--- src/rtl/csr_pkg.sv ---
// Shared CSR constants: addresses, access-op encoding, mstatus bit positions
// and the per-bit write/set/clear helper.
package csr_pkg;

  localparam logic [11:0] CSR_MSTATUS = 12'h300;

  typedef enum logic [1:0] {
    CSR_OP_NONE  = 2'b00,
    CSR_OP_WRITE = 2'b01,
    CSR_OP_SET   = 2'b10,
    CSR_OP_CLEAR = 2'b11
  } csr_op_e;

  localparam int MSTATUS_MIE    = 3;
  localparam int MSTATUS_MPIE   = 7;
  localparam int MSTATUS_MPP_LO = 11;
  localparam int MSTATUS_MPP_HI = 12;

  function automatic logic csr_apply(input csr_op_e op, input logic q, input logic d);
    case (op)
      CSR_OP_WRITE: csr_apply = d;
      CSR_OP_SET:   csr_apply = q | d;
      CSR_OP_CLEAR: csr_apply = q & ~d;
      default:      csr_apply = q;
    endcase
  endfunction

endpackage

--- src/rtl/csrfield.sv ---
// Single-bit CSR field with software write plus trap push / mret pop loads.
module csrfield (
  input  logic clk,
  input  logic rst_n,
  input  logic wr,
  input  logic wr_d,
  input  logic push,
  input  logic push_d,
  input  logic pop,
  input  logic pop_d,
  output logic q
);

  // Caller already resolves trap > mret > access; the order here just mirrors it.
  always_ff @(posedge clk or negedge rst_n) begin
    if (!rst_n)    q <= 1'b0;
    else if (push) q <= push_d;
    else if (pop)  q <= pop_d;
    else if (wr)   q <= wr_d;
  end

endmodule

--- src/rtl/csr_mstatus_stack.sv ---
// mstatus with a DEPTH-deep interrupt-enable stack: MIE on top, stack[0] is MPIE.
// Traps push, MRET pops, CSR accesses touch only the WMASK bits.
module csr_mstatus_stack
  import csr_pkg::*;
#(
  parameter logic [11:0] ADDRESS = CSR_MSTATUS,
  parameter int          DEPTH   = 1,
  parameter logic [31:0] WMASK   = 32'h0000_0088
) (
  input  logic             clk_i,
  input  logic             rst_i,
  input  logic             en_i,
  input  logic [11:0]      addr_i,
  input  logic [1:0]       op_i,
  input  logic [31:0]      wdata_i,
  input  logic             trap_i,
  input  logic             mret_i,
  output logic             ack_o,
  output logic [31:0]      value_o,
  output logic [DEPTH-1:0] stack_o,
  output logic [3:0]       level_o,
  output logic             overflow_o
);

  localparam logic [3:0] LVL_MAX = 4'(DEPTH);

  csr_op_e          op;
  logic             push, pop, acc;
  logic             mie;
  logic [DEPTH-1:0] stk;
  logic [DEPTH:0]   stk_up;   // {stack, MIE}: push source for stack[i] is stk_up[i]
  logic [DEPTH:0]   stk_dn;   // {1, stack}:   pop source for stack[i] is stk_dn[i+1]
  logic [3:0]       level_q;
  logic             ovf_q;
  logic             unused_wdata;

  assign op     = csr_op_e'(op_i);
  assign ack_o  = en_i && (addr_i == ADDRESS) && !trap_i;
  assign push   = trap_i;
  assign pop    = mret_i && !trap_i;
  // An acked access coinciding with MRET is still acked but has no effect.
  assign acc    = ack_o && !mret_i && (op != CSR_OP_NONE);
  assign stk_up = {stk, mie};
  assign stk_dn = {1'b1, stk};
  assign unused_wdata = ^wdata_i;

  csrfield u_mie (
    .clk    (clk_i),
    .rst_n  (rst_i),
    .wr     (acc && WMASK[MSTATUS_MIE]),
    .wr_d   (csr_apply(op, mie, wdata_i[MSTATUS_MIE])),
    .push   (push),
    .push_d (1'b0),
    .pop    (pop),
    .pop_d  (stk[0]),
    .q      (mie)
  );

  for (genvar i = 0; i < DEPTH; i++) begin : g_stk
    csrfield u_fld (
      .clk    (clk_i),
      .rst_n  (rst_i),
      .wr     (acc && WMASK[MSTATUS_MPIE] && (i == 0)),
      .wr_d   (csr_apply(op, stk[i], wdata_i[MSTATUS_MPIE])),
      .push   (push),
      .push_d (stk_up[i]),
      .pop    (pop),
      .pop_d  (stk_dn[i+1]),
      .q      (stk[i])
    );
  end

  always_ff @(posedge clk_i or negedge rst_i) begin
    if (!rst_i) begin
      level_q <= '0;
      ovf_q   <= 1'b0;
    end else if (push) begin
      if (level_q == LVL_MAX) ovf_q <= 1'b1;
      else                    level_q <= level_q + 4'd1;
    end else if (pop) begin
      if (level_q != 4'd0) level_q <= level_q - 4'd1;
    end else if (acc && (op == CSR_OP_CLEAR) && wdata_i[31]) begin
      ovf_q <= 1'b0;
    end
  end

  always_comb begin
    value_o                                = '0;
    value_o[MSTATUS_MIE]                   = mie;
    value_o[MSTATUS_MPIE]                  = stk[0];
    value_o[MSTATUS_MPP_HI:MSTATUS_MPP_LO] = 2'b11;
  end

  assign stack_o    = stk;
  assign level_o    = level_q;
  assign overflow_o = ovf_q;

endmodule

--- config.mk ---
export PLATFORM = sky130hd
export DESIGN_NAME = csr_mstatus_stack
export DESIGN_NICKNAME = d
export VERILOG_FILES = /design/src/rtl/csr_pkg.sv /design/src/rtl/csrfield.sv /design/src/rtl/csr_mstatus_stack.sv
export SDC_FILE = /design/constraint.sdc
export NUM_CORES = 1
export LEC_CHECK = 0
export ABC_AREA = 1
export BUFFER_PORTS_ARGS = -buffer_cell sky130_fd_sc_hd__buf_4
export CORE_MARGIN = 4
export CORE_UTILIZATION = 39
export CTS_CLUSTER_SIZE = 28
export DETAILED_ROUTE_END_ITERATION = 8
export PLACE_DENSITY = 0.93
export SLEW_MARGIN = 20
export SYNTH_ARGS = -nofsm -noshare
export SYNTH_HDL_FRONTEND = slang
export SYNTH_SLANG_ARGS = --single-unit
--- constraint.sdc ---
create_clock -name clk_i -period 3.2 [get_ports clk_i]
set_input_delay 0.48 -clock clk_i [delete_from_list [all_inputs] [get_ports clk_i]]
set_output_delay 0.48 -clock clk_i [all_outputs]
set_load 0.05 [all_outputs]
==> impl_metrics.tcl, run 1 <==
set metrics [dict create \
    status "finished clean" \
    port_buffers 30 \
    crit_required_ns 2.72 \
    ant_nets 0 \
    setup_violations 0 \
    synth.distinct_cells 25 \
    cts_buffers 3 \
    pwr-share-clk 0.107 \
    grt_start_max_net_pins 8 \
    max_freq_ghz 0.5809 \
    drv_cap 0 \
    cp-end-kind "primary output" \
    dieArea_um2 3154 \
    crit_path_start_kind "input port" \
    synth_seq_cells 7 \
    cts_root_buf "clkbuf_4" \
    crit_family "buffers and inverters" \
    die_x_um 56.16 \
    initial_core_util 0.4089 \
    gr-usage-met3 0.05800 \
    r2r_start "level_o[1]" \
    power.internal_mw 0.3242 \
    rsz0062_at_grt "no" \
    seqPwrFrac 0.236 \
    cp-startpoint "trap_i" \
    clock-sinks 7 \
    ys_seq_area_frac 0.1936 \
    postCtsSetupBuffers 0 \
    powerDensity_nw_per_um2 715.9 \
    num_rows 17 \
    hpwlAfterDp_um 1364 \
    avgSynthCellArea_um2 7.013 \
    vias 734 \
    cts_max_level 1 \
    globalRouteMet1Util 0.1056 \
    drt-wirelength-per-cell_um 8.584 \
    synth_area_um2 904.6 \
    crit_slowest_cell "buf_4" \
    via_per_inst 3.968 \
    die_h_um 56.16 \
    grt_pass1_vias 646 \
    fin_nets 213 \
    path_clk_slew_ns 0.05 \
    first_pass_iters 4 \
    cts_hold_buffers 0 \
    critPathMaxStageDelay_ns 0.21 \
    fp.coreArea_um2 2212 \
    fin_util 0.4689 \
    finish.instance_area_um2 1037 \
    arrival_ns 1.24 \
    cts_tree "yes" \
    yosysWarnings 0 \
    grt.busiest_layer "met2" \
    tns_ns 0 \
    gr-usage-all-layers 0.09900 \
    antenna_found_initial 0 \
    synth_top_area_frac 0.2739 \
    diodes 0 \
    grt_first_pass_wirelength_um 2532 \
    synth_cells 129 \
    post_dp_cell_area_um2 1011 \
    switching_share 0.5635 \
    wirelength_um 1588 \
    yosys.area.top_type "buf_4" \
    period_share 0.5380 \
    drive_gt1_frac 0.2803 \
    p_leak_nw 0.6031 \
    ios 90 \
    skew_ns 0.003817 \
    path_class "in2out" \
    use_met2 0.1686 \
    ir_drop_v 0.0005994 \
    hold_viol 0 \
    pwr-share-comb 0.657 \
    clock_path_buffers 2 \
    hold_path_class "in2async" \
    post-route-drc-count 0 \
    clock_latency_ns 0.25 \
    syn2layout_area_growth_pct 14.66 \
    layout_min_cycle_time_ns 1.722 \
    routabilityCongestion 0.8482 \
    p_switching_mw 0.4184 \
    post_cts_resized 0 \
    critPathBufInv 3 \
    slew_violations 0 \
    ys_top_cells_by_area "buf_4 27%, dfrtp_1 19%, nand2_1 11%" \
    grt-ovfl-total 0 \
    path_max_fanout 7 \
    crit_chain "buf_4 > clkinv_2 > nand2_1 > nor2_1 > nand2_1 > nor2_2 > buf_4" \
    drt_iter0_markers 18 \
    reg2reg_slack_ns 1.76 \
]
power by group through the flow:
stage	sequential (mW)	clock [mW]	combinational, mW
global route	0.182	0.0875	0.526
finish	0.176	0.0792	0.488
detailed placement	0.178	0	0.492
global placement	0.177	0	0.485
floorplan	0.275	0	0.321
CTS	0.177	0.0835	0.493
state kept, by name, indices dropped and copies added, names as in the netlist:
name	cells
u_mie.q	1
overflow_o	1
level_o	4
g_stk.u_fld.q	1
cell usage after synthesis, drive strengths merged:
master and instances:
dfrtp 7, inv 14, a21oi 3, buf 34
nand3 7, o21ai 5, nand4 2, nand3b 2
nand2 29, nor2 14, conb 2, nor3 1
xor2 2, ha 4, clkinv 1, xnor2 2
path summary, 6_finish.rpt:
kind / cells after the start / endpoint
min in group clk_i: 2 / overflow_o
hold / removal: 1 / level_o[3]
max in group asynchronous: 1 / level_o[1]
setup reg to reg: 10 / level_o[3]
hold reg to reg: 2 / overflow_o
setup / recovery: 7 / ack_o
area by class of cell:
class                      count  area [um^2]
multi-input combinational    101        518.0
clock buffer                   4        26.28
sequential                     7        175.2
tap                           28        35.03
timing repair buffer          30        225.2
fill                         230         1175
inverter                      15        57.56
stage by stage:
| stage | std cells | setup WS (ns) | hold WS, ns | power, mW |
|---|---|---|---|---|
| final | 185 | 1.478 | 0.02590 | 0.7425 |
| after global routing | 185 | 1.427 | 0.02406 | 0.7957 |
| after CTS | 185 | 1.468 | 0.01915 | 0.7530 |
| after detailed placement | 181 | 1.474 | 0.2942 | 0.6698 |
| after global placement | 181 | 1.474 | 0.2946 | 0.6620 |
| after floorplan | 157 | 1.433 | 0.1844 | 0.5954 |
cells in the final DEF (no fill, tap or decap), types with 2 or more instances in the layout:
cell type,count
conb_1,30
buf_4,30
nand2_1,26
nor2_1,12
inv_1,12
nand3_1,7
dfrtp_1,7
o21ai_1,4
ha_1,4
clkbuf_4,3
inv_2,2
nand2_4,2
xnor2_1,2
a21oi_1,2
nand3b_1,2
nand4_1,2
kinds of logic (layout without fill, tap and decap cells):
group           count (synthesis)  count (layout)  share of synthesized area
flops                           7               7                     0.1936
compound gates                  8               8                    0.05671
simple gates                   55              55                     0.2891
buf+inv                        49              49                     0.3499
other cells                     2              30                   0.008302
xor+xnor                        4               4                    0.04704
fa+ha+maj                       4               4                    0.05533
metal layers:
layer / routed length, um / vias up
li1: - / 387
met1: 595 / 308
met2: 766 / 37
met3: 218 / 2
met4: 8 / 0
met5: 0 / -
No activity file was read; power rests on OpenSTA's default activity.
==> run 2: changes to the inputs <==
- CORE_UTILIZATION: 39 -> 32
- PLACE_DENSITY: 0.93 -> 0.83
- clock period: 3.2 -> 1.54 ns (I/O delays scaled with it)
==> run 2 against run 1 <==
Effect of this change: clock skew hardly changed; non-clock buffer count is 2 higher; sequential power is 120% higher; via count is 2.6% higher; die area is 19% higher; highest routed layer is now met3; worst setup slack worse by 1.4 ns; hold slack better by 0.28 ns; global-route usage is 1.8 points lower.
==> impl_metrics.tcl, run 2 (same netlist as run 1, synthesis figures left out) <==
set metrics [dict create \
    crit_required_ns 1.71 \
    drive_gt1_frac 0.3082 \
    clock_path_buffers 2 \
    first_pass_iters 4 \
    reg2reg_slack_ns 0.09 \
    cp-startpoint "level_o[0]" \
    dieArea_um2 3742 \
    cts_max_level 1 \
    worstRegToRegCells 8 \
    fin_nets 215 \
    cts_tree "yes" \
    gr-usage-all-layers 0.08057 \
    path_class "reg2reg" \
    power.internal_mw 0.6961 \
    diodes 0 \
    fp.coreArea_um2 2734 \
    layout_min_cycle_time_ns 1.446 \
    clock-sinks 7 \
    clock_latency_ns 0.24 \
    period_share 0.9386 \
    drv_cap 0 \
    syn2layout_area_growth_pct 17.43 \
    ff_latch_area_um2 178.9 \
    wirelength_um 1648 \
    pwr-share-clk 0.100 \
    grt_first_pass_wirelength_um 2249 \
    fin_ws_ns 0.09450 \
    pwr-share-comb 0.659 \
    p_leak_nw 0.6077 \
    initial_core_util 0.3309 \
    r2r-end "level_o[0]" \
    grt_pass1_vias 602 \
    grt_start_max_net_pins 8 \
    ant_nets 0 \
    arrival_ns 1.62 \
    hpwlAfterDp_um 1431 \
    p_switching_mw 0.8774 \
    antenna_found_initial 0 \
    grt-ovfl-total 0 \
    port_buffers 30 \
    max_freq_ghz 0.6918 \
    r2r_start "level_o[0]" \
    path_clk_slew_ns 0.05 \
    post-route-drc-count 0 \
    tns_ns 0 \
    die_h_um 61.17 \
    nFillCells 304 \
    final_common_cell "buf_4" \
    drt-wirelength-per-cell_um 8.674 \
    path_max_fanout 7 \
    multi_input_area_um2 518.0 \
    largest_register_ffs 4 \
    status "finished clean" \
    hold_path_class "in2reg" \
    final_cell_mix "31 x buf_4, 30 x conb_1, 26 x nand2_1" \
    setup_violations 0 \
    rsz0062_at_grt "no" \
    skew_ns 0.004191 \
    die_x_um 61.17 \
    switching_share 0.5576 \
    powerDensity_nw_per_um2 1481 \
    vias 753 \
    post-place-ws_ns 0.1085 \
    cts_root_buf "clkbuf_4" \
    cts_buffers 3 \
    crit_path_end "level_o[0]" \
    num_rows 19 \
    slew_violations 0 \
    ios 90 \
    ir_drop_v 0.001212 \
    drt_iter0_markers 15 \
    seqPwrFrac 0.241 \
    via_per_inst 3.963 \
    cp-end-kind "register" \
    routabilityCongestion 0.8384 \
    hold_viol 0 \
    crit_path_start_kind "register" \
]
run 2: cell types whose count changed in the layout (fill, tap and decap cells not counted):
cell / before / now
dfrtp_2: 0 / 3
inv_1: 12 / 11
dfrtp_1: 7 / 4
dlygate4sd3_1: 0 / 1
inv_2: 2 / 3
buf_4: 30 / 31
run 2: power groups by stage:
stage	sequential, mW	clock, mW	combinational (mW)
floorplan	0.582	0	0.667
global placement	0.380	0	1.01
detailed placement	0.383	0	1.03
CTS	0.380	0.167	1.04
global route	0.394	0.180	1.12
finish	0.379	0.158	1.04
run 2: stage by stage:
step	instance area, um^2	hold WS [ns]	total power [mW]	utilization	std cells
4_1_cts	1055	0.2983	1.583	0.3858	189
5_1_grt	1062	0.2986	1.692	0.3886	190
2_1_floorplan	1013	-0.06459	1.249	-	157
6_report	1062	0.3092	1.573	0.3886	190
3_3_place_gp	1018	0.04604	1.395	0.3725	184
3_5_place_dp	1018	0.04697	1.415	0.3725	184
run 2: critical path, cell delays in order (launching register included):
cell and delay (ns):
dfrtp_2 0.45, ha_1 0.23, nand2_2 0.07, inv_2 0.04, nand2_4 0.06, nand2_4 0.05, a21oi_4 0.19, buf_4 0.16
xor2_2 0.12
run 2: routing by layer:
metal / up-vias / wire (um) / global-route usage
met5: - / 0 / 0
met4: 0 / 0 / 0.01858
met3: 0 / 245 / 0.04193
met2: 37 / 754 / 0.1541
met1: 324 / 647 / 0.07478
li1: 392 / - / -
run 2: timing repair:
action                                 in CTS  in global routing
setup endpoints to repair                   0                  1
endpoints found under the hold margin       7                  0
resized for setup                           0                  0
hold buffers                                1                  0
setup buffers                               0                  1
run 2: area by class of cell:
type                       instances  area share
multi-input combinational        101      0.4876
timing repair buffer              32      0.2285
sequential                         7      0.1684
inverter                          15     0.05418
tap                               31     0.03651
clock buffer                       4     0.02473
run 2: worst min-delay path by stage:
stage	start	endpoint	slack [ns]	cells past startpoint
2_1_floorplan	rst_i	g_stk[0].u_fld.q	-0.06	0
3_3_place_gp	rst_i	g_stk[0].u_fld.q	0.05	1
3_5_place_dp	rst_i	level_o[3]	0.05	1
4_1_cts	mret_i	u_mie.q	0.30	4
5_1_grt	mret_i	g_stk[0].u_fld.q	0.30	4
6_report	mret_i	g_stk[0].u_fld.q	0.31	4
